==> config.mk <==
export PLATFORM = sky130hd
export DESIGN_NAME = alu_seq_acc_flat
export DESIGN_NICKNAME = d
export VERILOG_FILES = /design/src/rtl/alu_seq_pkg.sv /design/src/rtl/alu_seq_acc_if.sv /design/src/rtl/alu_mul_iter.sv /design/src/rtl/alu_seq_acc.sv /design/src/flat_wrapper.sv
export SDC_FILE = /design/constraint.sdc
export NUM_CORES = 1
export LEC_CHECK = 0
export ABC_AREA = 1
export BUFFER_PORTS_ARGS = -buffer_cell sky130_fd_sc_hd__buf_2
export CAP_MARGIN = 0
export CORE_ASPECT_RATIO = 1.75
export CORE_MARGIN = 3
export CORE_UTILIZATION = 25
export CTS_CLUSTER_SIZE = 14
export DETAILED_ROUTE_END_ITERATION = 12
export GPL_TIMING_DRIVEN = 0
export MAX_ROUTING_LAYER = met4
export SYNTH_ARGS = -nofsm -noshare
export SYNTH_HDL_FRONTEND = slang
export SYNTH_SLANG_ARGS = --single-unit
==> constraint.sdc <==
create_clock -name clk -period 3.2 [get_ports clk]
set_input_delay 0.64 -clock clk [delete_from_list [all_inputs] [get_ports clk]]
set_output_delay 0.64 -clock clk [all_outputs]
set_load 0.02 [all_outputs]
==> src/rtl/alu_seq_pkg.sv <==
// Shared types for the sequential ALU: opcode encodings, flag bundle, FSM states.
package alu_seq_pkg;

   localparam int unsigned OPW = 4;

   // Encodings 0-7 keep the original VeriRisc meanings.
   typedef enum logic [OPW-1:0] {
      OP_HLT = 4'h0,
      OP_SKZ = 4'h1,
      OP_ADD = 4'h2,
      OP_AND = 4'h3,
      OP_XOR = 4'h4,
      OP_LDA = 4'h5,
      OP_STO = 4'h6,
      OP_JMP = 4'h7,
      OP_SUB = 4'h8,
      OP_OR  = 4'h9,
      OP_SHL = 4'hA,
      OP_SHR = 4'hB,
      OP_SRA = 4'hC,
      OP_MUL = 4'hD,
      OP_CMP = 4'hE,
      OP_RSV = 4'hF
   } opcode_e;

   typedef struct packed {
      logic z;
      logic c;
      logic n;
      logic v;
   } alu_flags_t;

   typedef enum logic {
      ST_IDLE = 1'b0,
      ST_MUL  = 1'b1
   } alu_state_e;

endpackage

==> src/rtl/alu_seq_acc_if.sv <==
// Request/response bundle between decode/accumulator stage and the ALU.
//   slave  : ALU side (takes requests, returns registered result + flags)
//   master : requester side
interface alu_seq_acc_if #(
   parameter int unsigned WIDTH = 8
);
   import alu_seq_pkg::*;

   logic             in_valid;
   logic             in_ready;
   logic [OPW-1:0]   opcode;
   logic [WIDTH-1:0] in_a;
   logic [WIDTH-1:0] in_b;
   logic             out_valid;
   logic             out_ready;
   logic [WIDTH-1:0] alu_out;
   logic             a_is_zero;
   logic             flag_z;
   logic             flag_c;
   logic             flag_n;
   logic             flag_v;
   logic             op_err;

   modport slave (
      input  in_valid, opcode, in_a, in_b, out_ready,
      output in_ready, out_valid, alu_out, a_is_zero,
             flag_z, flag_c, flag_n, flag_v, op_err
   );

   modport master (
      output in_valid, opcode, in_a, in_b, out_ready,
      input  in_ready, out_valid, alu_out, a_is_zero,
             flag_z, flag_c, flag_n, flag_v, op_err
   );

endinterface

==> src/rtl/alu_mul_iter.sv <==
// Iterative shift-add multiplier, low WIDTH bits of the unsigned product.
// Ports:
//   clk, rst      clock, synchronous active-high reset (aborts a run)
//   start         load operands and begin (ignored unless caller is idle)
//   a, b          operands, sampled on the start edge only
//   busy          a multiplication is in progress
//   done_c        final iteration happens on the coming edge
//   product_c     product, valid while done_c is high
module alu_mul_iter #(
   parameter int unsigned WIDTH = 8
) (
   input  logic             clk,
   input  logic             rst,
   input  logic             start,
   input  logic [WIDTH-1:0] a,
   input  logic [WIDTH-1:0] b,
   output logic             busy,
   output logic             done_c,
   output logic [WIDTH-1:0] product_c
);

   localparam int unsigned CW = (WIDTH > 1) ? $clog2(WIDTH) : 1;

   logic [WIDTH-1:0] mcand_q;
   logic [WIDTH-1:0] mplier_q;
   logic [WIDTH-1:0] acc_q;
   logic [CW-1:0]    cnt_q;
   logic             busy_q;
   logic [WIDTH-1:0] step_c;

   // One partial product per cycle; the last one is exposed combinationally
   // so the caller registers the result on the WIDTH-th edge after start.
   assign step_c    = acc_q + (mplier_q[0] ? mcand_q : '0);
   assign product_c = step_c;
   assign done_c    = busy_q && (cnt_q == CW'(WIDTH - 1));
   assign busy      = busy_q;

   always_ff @(posedge clk) begin
      if (rst) begin
         mcand_q  <= '0;
         mplier_q <= '0;
         acc_q    <= '0;
         cnt_q    <= '0;
         busy_q   <= 1'b0;
      end else if (start && !busy_q) begin
         mcand_q  <= a;
         mplier_q <= b;
         acc_q    <= '0;
         cnt_q    <= '0;
         busy_q   <= 1'b1;
      end else if (busy_q) begin
         acc_q    <= step_c;
         mcand_q  <= mcand_q << 1;
         mplier_q <= mplier_q >> 1;
         cnt_q    <= cnt_q + CW'(1);
         if (done_c) begin
            busy_q <= 1'b0;
         end
      end
   end

endmodule

==> src/rtl/alu_seq_acc.sv <==
// Registered ALU with valid/ready handshakes, VeriRisc-compatible opcodes
// plus SUB/OR/shifts/CMP and an iterative MUL.
// Ports:
//   clk     rising-edge clock
//   rst     synchronous active-high reset
//   bus     alu_seq_acc_if.slave: in_valid/in_ready/opcode/in_a/in_b request,
//           out_valid/out_ready/alu_out/a_is_zero/flag_[zcnv]/op_err response
module alu_seq_acc #(
   parameter int unsigned WIDTH = 8
) (
   input logic         clk,
   input logic         rst,
   alu_seq_acc_if.slave bus
);
   import alu_seq_pkg::*;

   localparam int unsigned W = WIDTH;

   alu_state_e       state_q;
   logic             out_valid_q;
   logic [W-1:0]     alu_out_q;
   alu_flags_t       flags_q;
   logic             a_is_zero_q;
   logic             op_err_q;
   logic             mul_a_zero_q;

   opcode_e          op_c;
   logic             accept_c;
   logic [W-1:0]     a_c;
   logic [W-1:0]     b_c;
   logic [W:0]       sum_c;
   logic [W:0]       diff_c;
   logic [W:0]       shl_c;
   logic [W:0]       shr_c;
   logic signed [W:0] sra_c;
   logic [W-1:0]     res_c;
   alu_flags_t       flags_c;
   alu_flags_t       mul_flags_c;

   logic             mul_busy;
   logic             mul_done_c;
   logic [W-1:0]     mul_prod_c;

   assign op_c = opcode_e'(bus.opcode);
   assign a_c  = bus.in_a;
   assign b_c  = bus.in_b;

   // Accept only when idle and the result slot is free or being drained.
   assign bus.in_ready = !rst && (state_q == ST_IDLE) && !mul_busy &&
                         (!out_valid_q || bus.out_ready);
   assign accept_c     = bus.in_valid && bus.in_ready;

   // Shifts use the whole of b so b >= WIDTH naturally saturates; the extra
   // bit carries the last bit shifted out.
   assign sum_c  = {1'b0, a_c} + {1'b0, b_c};
   assign diff_c = {1'b0, a_c} - {1'b0, b_c};
   assign shl_c  = {1'b0, a_c} << b_c;
   assign shr_c  = {a_c, 1'b0} >> b_c;
   assign sra_c  = $signed({a_c, 1'b0}) >>> b_c;

   // Single-cycle result and flags.
   always_comb begin
      res_c   = a_c;
      flags_c = '0;
      case (op_c)
         OP_HLT, OP_SKZ, OP_STO, OP_JMP, OP_MUL: res_c = a_c;
         OP_ADD: begin
            res_c     = sum_c[W-1:0];
            flags_c.c = sum_c[W];
            flags_c.v = (a_c[W-1] == b_c[W-1]) && (sum_c[W-1] != a_c[W-1]);
         end
         OP_AND: res_c = a_c & b_c;
         OP_XOR: res_c = a_c ^ b_c;
         OP_LDA: res_c = b_c;
         OP_SUB, OP_CMP: begin
            res_c     = (op_c == OP_SUB) ? diff_c[W-1:0] : a_c;
            flags_c.c = diff_c[W];
            flags_c.v = (a_c[W-1] != b_c[W-1]) && (diff_c[W-1] != a_c[W-1]);
         end
         OP_OR:  res_c = a_c | b_c;
         OP_SHL: begin
            res_c     = shl_c[W-1:0];
            flags_c.c = shl_c[W];
         end
         OP_SHR: begin
            res_c     = shr_c[W:1];
            flags_c.c = shr_c[0];
         end
         OP_SRA: begin
            res_c     = sra_c[W:1];
            flags_c.c = sra_c[0];
         end
         OP_RSV: res_c = '0;
      endcase
      // CMP keeps a as its result but reports Z/N of a-b.
      if (op_c == OP_CMP) begin
         flags_c.z = (diff_c[W-1:0] == '0);
         flags_c.n = diff_c[W-1];
      end else begin
         flags_c.z = (res_c == '0);
         flags_c.n = res_c[W-1];
      end
   end

   always_comb begin
      mul_flags_c   = '0;
      mul_flags_c.z = (mul_prod_c == '0);
      mul_flags_c.n = mul_prod_c[W-1];
   end

   alu_mul_iter #(.WIDTH(W)) u_mul (
      .clk       (clk),
      .rst       (rst),
      .start     (accept_c && (op_c == OP_MUL)),
      .a         (a_c),
      .b         (b_c),
      .busy      (mul_busy),
      .done_c    (mul_done_c),
      .product_c (mul_prod_c)
   );

   // FSM and output register.
   always_ff @(posedge clk) begin
      if (rst) begin
         state_q      <= ST_IDLE;
         out_valid_q  <= 1'b0;
         alu_out_q    <= '0;
         flags_q      <= '0;
         a_is_zero_q  <= 1'b0;
         op_err_q     <= 1'b0;
         mul_a_zero_q <= 1'b0;
      end else begin
         if (bus.out_ready) begin
            out_valid_q <= 1'b0;
         end
         case (state_q)
            ST_IDLE: begin
               if (accept_c) begin
                  if (op_c == OP_MUL) begin
                     state_q      <= ST_MUL;
                     mul_a_zero_q <= (a_c == '0);
                  end else begin
                     out_valid_q <= 1'b1;
                     alu_out_q   <= res_c;
                     flags_q     <= flags_c;
                     a_is_zero_q <= (a_c == '0);
                     op_err_q    <= (op_c == OP_RSV);
                  end
               end
            end
            ST_MUL: begin
               if (mul_done_c) begin
                  state_q     <= ST_IDLE;
                  out_valid_q <= 1'b1;
                  alu_out_q   <= mul_prod_c;
                  flags_q     <= mul_flags_c;
                  a_is_zero_q <= mul_a_zero_q;
                  op_err_q    <= 1'b0;
               end
            end
            default: state_q <= ST_IDLE;
         endcase
      end
   end

   assign bus.out_valid = out_valid_q;
   assign bus.alu_out   = alu_out_q;
   assign bus.a_is_zero = a_is_zero_q;
   assign bus.flag_z    = flags_q.z;
   assign bus.flag_c    = flags_q.c;
   assign bus.flag_n    = flags_q.n;
   assign bus.flag_v    = flags_q.v;
   assign bus.op_err    = op_err_q;

endmodule

==> src/flat_wrapper.sv <==
// flat-port wrapper written by rule: the top's interface ports become plain ports
module alu_seq_acc_flat import alu_seq_pkg::*;
#(
   parameter int unsigned WIDTH = 8
)
  (clk, rst, bus_in_valid, bus_opcode, bus_in_a, bus_in_b, bus_out_ready, bus_in_ready, bus_out_valid, bus_alu_out, bus_a_is_zero, bus_flag_z, bus_flag_c, bus_flag_n, bus_flag_v, bus_op_err);
  alu_seq_acc_if #(.WIDTH(WIDTH)) bus_i ();
  input logic clk;
  input logic rst;
  input wire logic [$bits(bus_i.in_valid)-1:0] bus_in_valid;
  input wire logic [$bits(bus_i.opcode)-1:0] bus_opcode;
  input wire logic [$bits(bus_i.in_a)-1:0] bus_in_a;
  input wire logic [$bits(bus_i.in_b)-1:0] bus_in_b;
  input wire logic [$bits(bus_i.out_ready)-1:0] bus_out_ready;
  output wire logic [$bits(bus_i.in_ready)-1:0] bus_in_ready;
  output wire logic [$bits(bus_i.out_valid)-1:0] bus_out_valid;
  output wire logic [$bits(bus_i.alu_out)-1:0] bus_alu_out;
  output wire logic [$bits(bus_i.a_is_zero)-1:0] bus_a_is_zero;
  output wire logic [$bits(bus_i.flag_z)-1:0] bus_flag_z;
  output wire logic [$bits(bus_i.flag_c)-1:0] bus_flag_c;
  output wire logic [$bits(bus_i.flag_n)-1:0] bus_flag_n;
  output wire logic [$bits(bus_i.flag_v)-1:0] bus_flag_v;
  output wire logic [$bits(bus_i.op_err)-1:0] bus_op_err;
  assign bus_i.in_valid = bus_in_valid;
  assign bus_i.opcode = bus_opcode;
  assign bus_i.in_a = bus_in_a;
  assign bus_i.in_b = bus_in_b;
  assign bus_i.out_ready = bus_out_ready;
  assign bus_in_ready = bus_i.in_ready;
  assign bus_out_valid = bus_i.out_valid;
  assign bus_alu_out = bus_i.alu_out;
  assign bus_a_is_zero = bus_i.a_is_zero;
  assign bus_flag_z = bus_i.flag_z;
  assign bus_flag_c = bus_i.flag_c;
  assign bus_flag_n = bus_i.flag_n;
  assign bus_flag_v = bus_i.flag_v;
  assign bus_op_err = bus_i.op_err;
  alu_seq_acc #(.WIDTH(WIDTH)) u_core (.clk(clk), .rst(rst), .bus(bus_i));
endmodule
==> results.yml <==
pwr:
  swShare_pct: 34.01
  seqPwrFrac_pct: 34.5
  p_per_area_mw_per_mm2: 315.2
  combPwrFrac_pct: 29.0
  p_leak_nw: 2.600
  p_int_mw: 1.105
  clockPowerShare_pct: 36.5
  power_switching_mw: 0.5697
  ir_drop_mv: 0.1858
finish:
  fin_util_pct: 29.30
  area_growth_pct: 13.95
  stdcell_count: 1067
  drive_gt1_share_pct: 12.00
  diodes: 0
  nets: 892
min_path:
  hold_path_class: "register to register"
  min_from: "u_core.bus.flag_c"
clocking:
  cts_made_buffers: 5
  holdBufCountCts: 0
  cts_sinks: 45
  root_buffer: "clkbuf_16"
  postCtsSetupBuffers: 0
  cts_max_level: 2
  clockBufferDepth: 2
  clk_pin_slew_ps: 60
  cts_tree: "done"
  clk_latency_ps: 290
timing:
  fin_skew_ps: 4.861
  rsz0062_at_grt: "no"
  hold_violations: 0
  holdWs_ps: 466.0
  maxSlewHeadroom_pct: 52.33
  drv_slew: 0
  fin_setup_tns_ps: 0
  fmax_mhz: 343.7
  min_period_ps: 2909
  worst_pin_slew_ps: 715.1
  worst_slack_ps: 290.9
  min_period_over_period_pct: 90.91
  setup_viol: 0
synth:
  syn_area_per_cell_um2: 5.910
  yosysSeqAreaShare_pct: 19.32
  synthMuxAreaShare_pct: 0
  syn_inst: 789
  syn-cell-area_mm2: 0.004663
  synthAdderAreaFrac_pct: 10.14
  ys_ff_latch: 45
  yosys_warnings: 0
  synth_compound_area_share_pct: 15.45
  synth_top_family_by_area: "simple AND/OR/NAND/NOR gates"
  synth-simple-area-share_pct: 42.66
  synth_xor_area_share_pct: 1.878
  yosysUniqueCellTypes: 44
  syn_nets: 849
setup_path:
  r2r_setup_slack_ps: 290
  cp_max_fo: 9
  start_kind: "register"
  critPathRequiredTime_ps: 3430
  critPathLaunch: "u_core.u_mul.mplier_q[0]"
  timing.rr.start: "u_core.u_mul.mplier_q[0]"
  crit_end: "u_core.bus.flag_z"
  worstSetupEndpointType: "register"
  timing.reg2reg.worst_path_depth: 14
  critPathArrivalTime_ps: 3140
  worstReg2RegEnd: "u_core.bus.flag_z"
  path_class: "register to register"
routing:
  routedWlPerCell_um: 17.09
  num_vias: 5436
  dr.pass1.iters: 5
  ant_nets: 0
  drt_iter0_drc: 257
  via_per_inst: 5.095
  drc: 0
  wirelength_um: 18230
floorplan:
  dieArea_mm2: 0.02039
  boundaryPins: 40
  rows: 65
  fp.dieW_um: 109.2
  core_mm2: 0.01814
  start_util_pct: 25.71
  die_y_um: 186.7
grt:
  grt_antenna_before_repair: 0
  grt_max_degree: 21
  grt_pass1_wl_um: 28660
  global_route.overflow_total: 0
  track_usage_pct: 18.55
  grt_pass1_vias: 5497
placement:
  dp_hpwl_um: 14710
  dpl.cell_count: 1061
  portBuffers: 38
  pre_cts_ws_ps: -427.2
  gp_congestion: 1.057
status:
  status: "complete, no violations"
run:
  maxCapViolations: 0
power groups by stage:
| stage | sequential, mW | combinational (mW) | clock, mW |
|---|---|---|---|
| floorplan | 0.601 | 0.306 | 0 |
| global placement | 0.591 | 0.476 | 0 |
| detailed placement | 0.591 | 0.476 | 0 |
| CTS | 0.579 | 0.477 | 0.620 |
| global route | 0.579 | 0.537 | 0.634 |
| finish | 0.579 | 0.486 | 0.611 |
through the flow:
| step | power, mW | area [um^2] |
|---|---|---|
| 6_report | 1.675 | 5314 |
| 5_1_grt | 1.750 | 5314 |
| 4_1_cts | 1.676 | 5315 |
| 3_5_place_dp | 1.067 | 5146 |
| 3_3_place_gp | 1.067 | 5146 |
| 2_1_floorplan | 0.9065 | 4663 |
synth_stat cells, drive strengths merged:
master / instances / area [um^2]
a21o: 2 / 15.01
a21oi: 56 / 299.0
a221oi: 8 / 70.07
a31oi: 10 / 62.56
and2: 1 / 6.260
buf: 17 / 97.60
clkbuf: 11 / 41.29
clkinv: 2 / 7.510
dfxtp: 45 / 900.9
fa: 3 / 60.06
ha: 33 / 412.9
inv: 92 / 345.3
nand2: 238 / 903.4
nand3: 83 / 425.4
nand3b: 6 / 45.04
nand4: 27 / 187.7
nor2: 83 / 331.6
nor3: 8 / 45.04
nor3b: 1 / 7.510
nor4: 1 / 12.51
o2111ai: 1 / 8.760
o211ai: 4 / 30.03
o21a: 1 / 7.510
o21ai: 35 / 175.2
o21bai: 4 / 30.03
o221ai: 1 / 8.760
o22ai: 1 / 6.260
o31ai: 1 / 7.510
or2: 4 / 25.03
xnor2: 3 / 26.28
xor2: 7 / 61.31
final cells by class:
class,instances,area [um^2]
inverter,94,355.3
buffer,26,131.4
tap,234,292.8
multi-input combinational,622,3271
clock buffer,7,142.6
clock inverter,1,30.03
sequential,45,900.9
timing repair buffer,38,190.2
fill,2060,12820
cells in the final DEF (no fill, tap or decap), types with 5 or more instances in the layout:
cell type  instances
a21oi_1           51
a21oi_2            5
a221oi_1           8
a31oi_1           10
buf_2             50
clkbuf_1          11
clkbuf_16          5
dfxtp_1           45
ha_1              33
inv_1             77
inv_2             14
nand2_1          234
nand3_1           81
nand3b_1           6
nand4_1           24
nor2_1            77
nor2_2             5
nor3_1             7
o21ai_0           22
o21ai_1           13
xor2_1             7
kinds of logic (layout without fill, tap and decap cells):
family / count (synthesis) / count (layout)
fa+ha+maj: 36 / 36
simple gates: 452 / 452
compound gates: 124 / 124
flops: 45 / 45
buf+inv: 122 / 166
xor+xnor: 10 / 10
per-layer routing:
layer	part of all wire [%]	up-vias	global-route usage [%]
met2	52	191	32.17
met4	8.7	0	14.74
met3	3.9	71	1.038
li1	-	2690	-
met1	36	2484	18.75
met5	0	-	-
state kept, by name, summed over array words and instances (netlist names):
signal / count
u_core.bus.flag_v: 1
u_core.u_mul.acc_q: 8
u_core.u_mul.mcand_q: 8
u_core.u_mul.busy: 1
u_core.bus.out_valid: 1
u_core.u_mul.cnt_q: 3
u_core.bus.flag_n: 1
u_core.state_q: 1
u_core.bus.flag_c: 1
u_core.u_mul.mplier_q: 8
u_core.bus.flag_z: 1
u_core.bus.op_err: 1
u_core.mul_a_zero_q: 1
u_core.bus.alu_out: 8
u_core.bus.a_is_zero: 1
worst min path at each step:
| stage | to | cells after the start |
|---|---|---|
| 4_1_cts | u_core.u_mul.mplier_q[7] | 2 |
| 5_1_grt | u_core.u_mul.acc_q[3] | 2 |
| 2_1_floorplan | u_core.u_mul.mplier_q[7] | 2 |
| 6_report | u_core.bus.flag_c | 2 |
| 3_3_place_gp | u_core.u_mul.acc_q[0] | 2 |
| 3_5_place_dp | u_core.u_mul.mplier_q[7] | 2 |
critical path, cell delays in order, from the launching register on:
cell,delay [ps]
dfxtp_1,520
nand2_1,80
inv_1,70
ha_1,170
inv_1,70
fa_1,420
xnor2_1,180
or2_1,250
nor3_1,190
nand2_1,80
nor3_1,270
nand3_1,120
o21ai_0,220
inv_1,80
a21oi_2,120
what timing repair did:
action,in CTS,in global routing
pin swaps,0,0
gates cloned,0,0
gates resized for setup,0,2
endpoints found under the setup margin,2,1
Note: power is estimated with default switching activity, not from simulation.
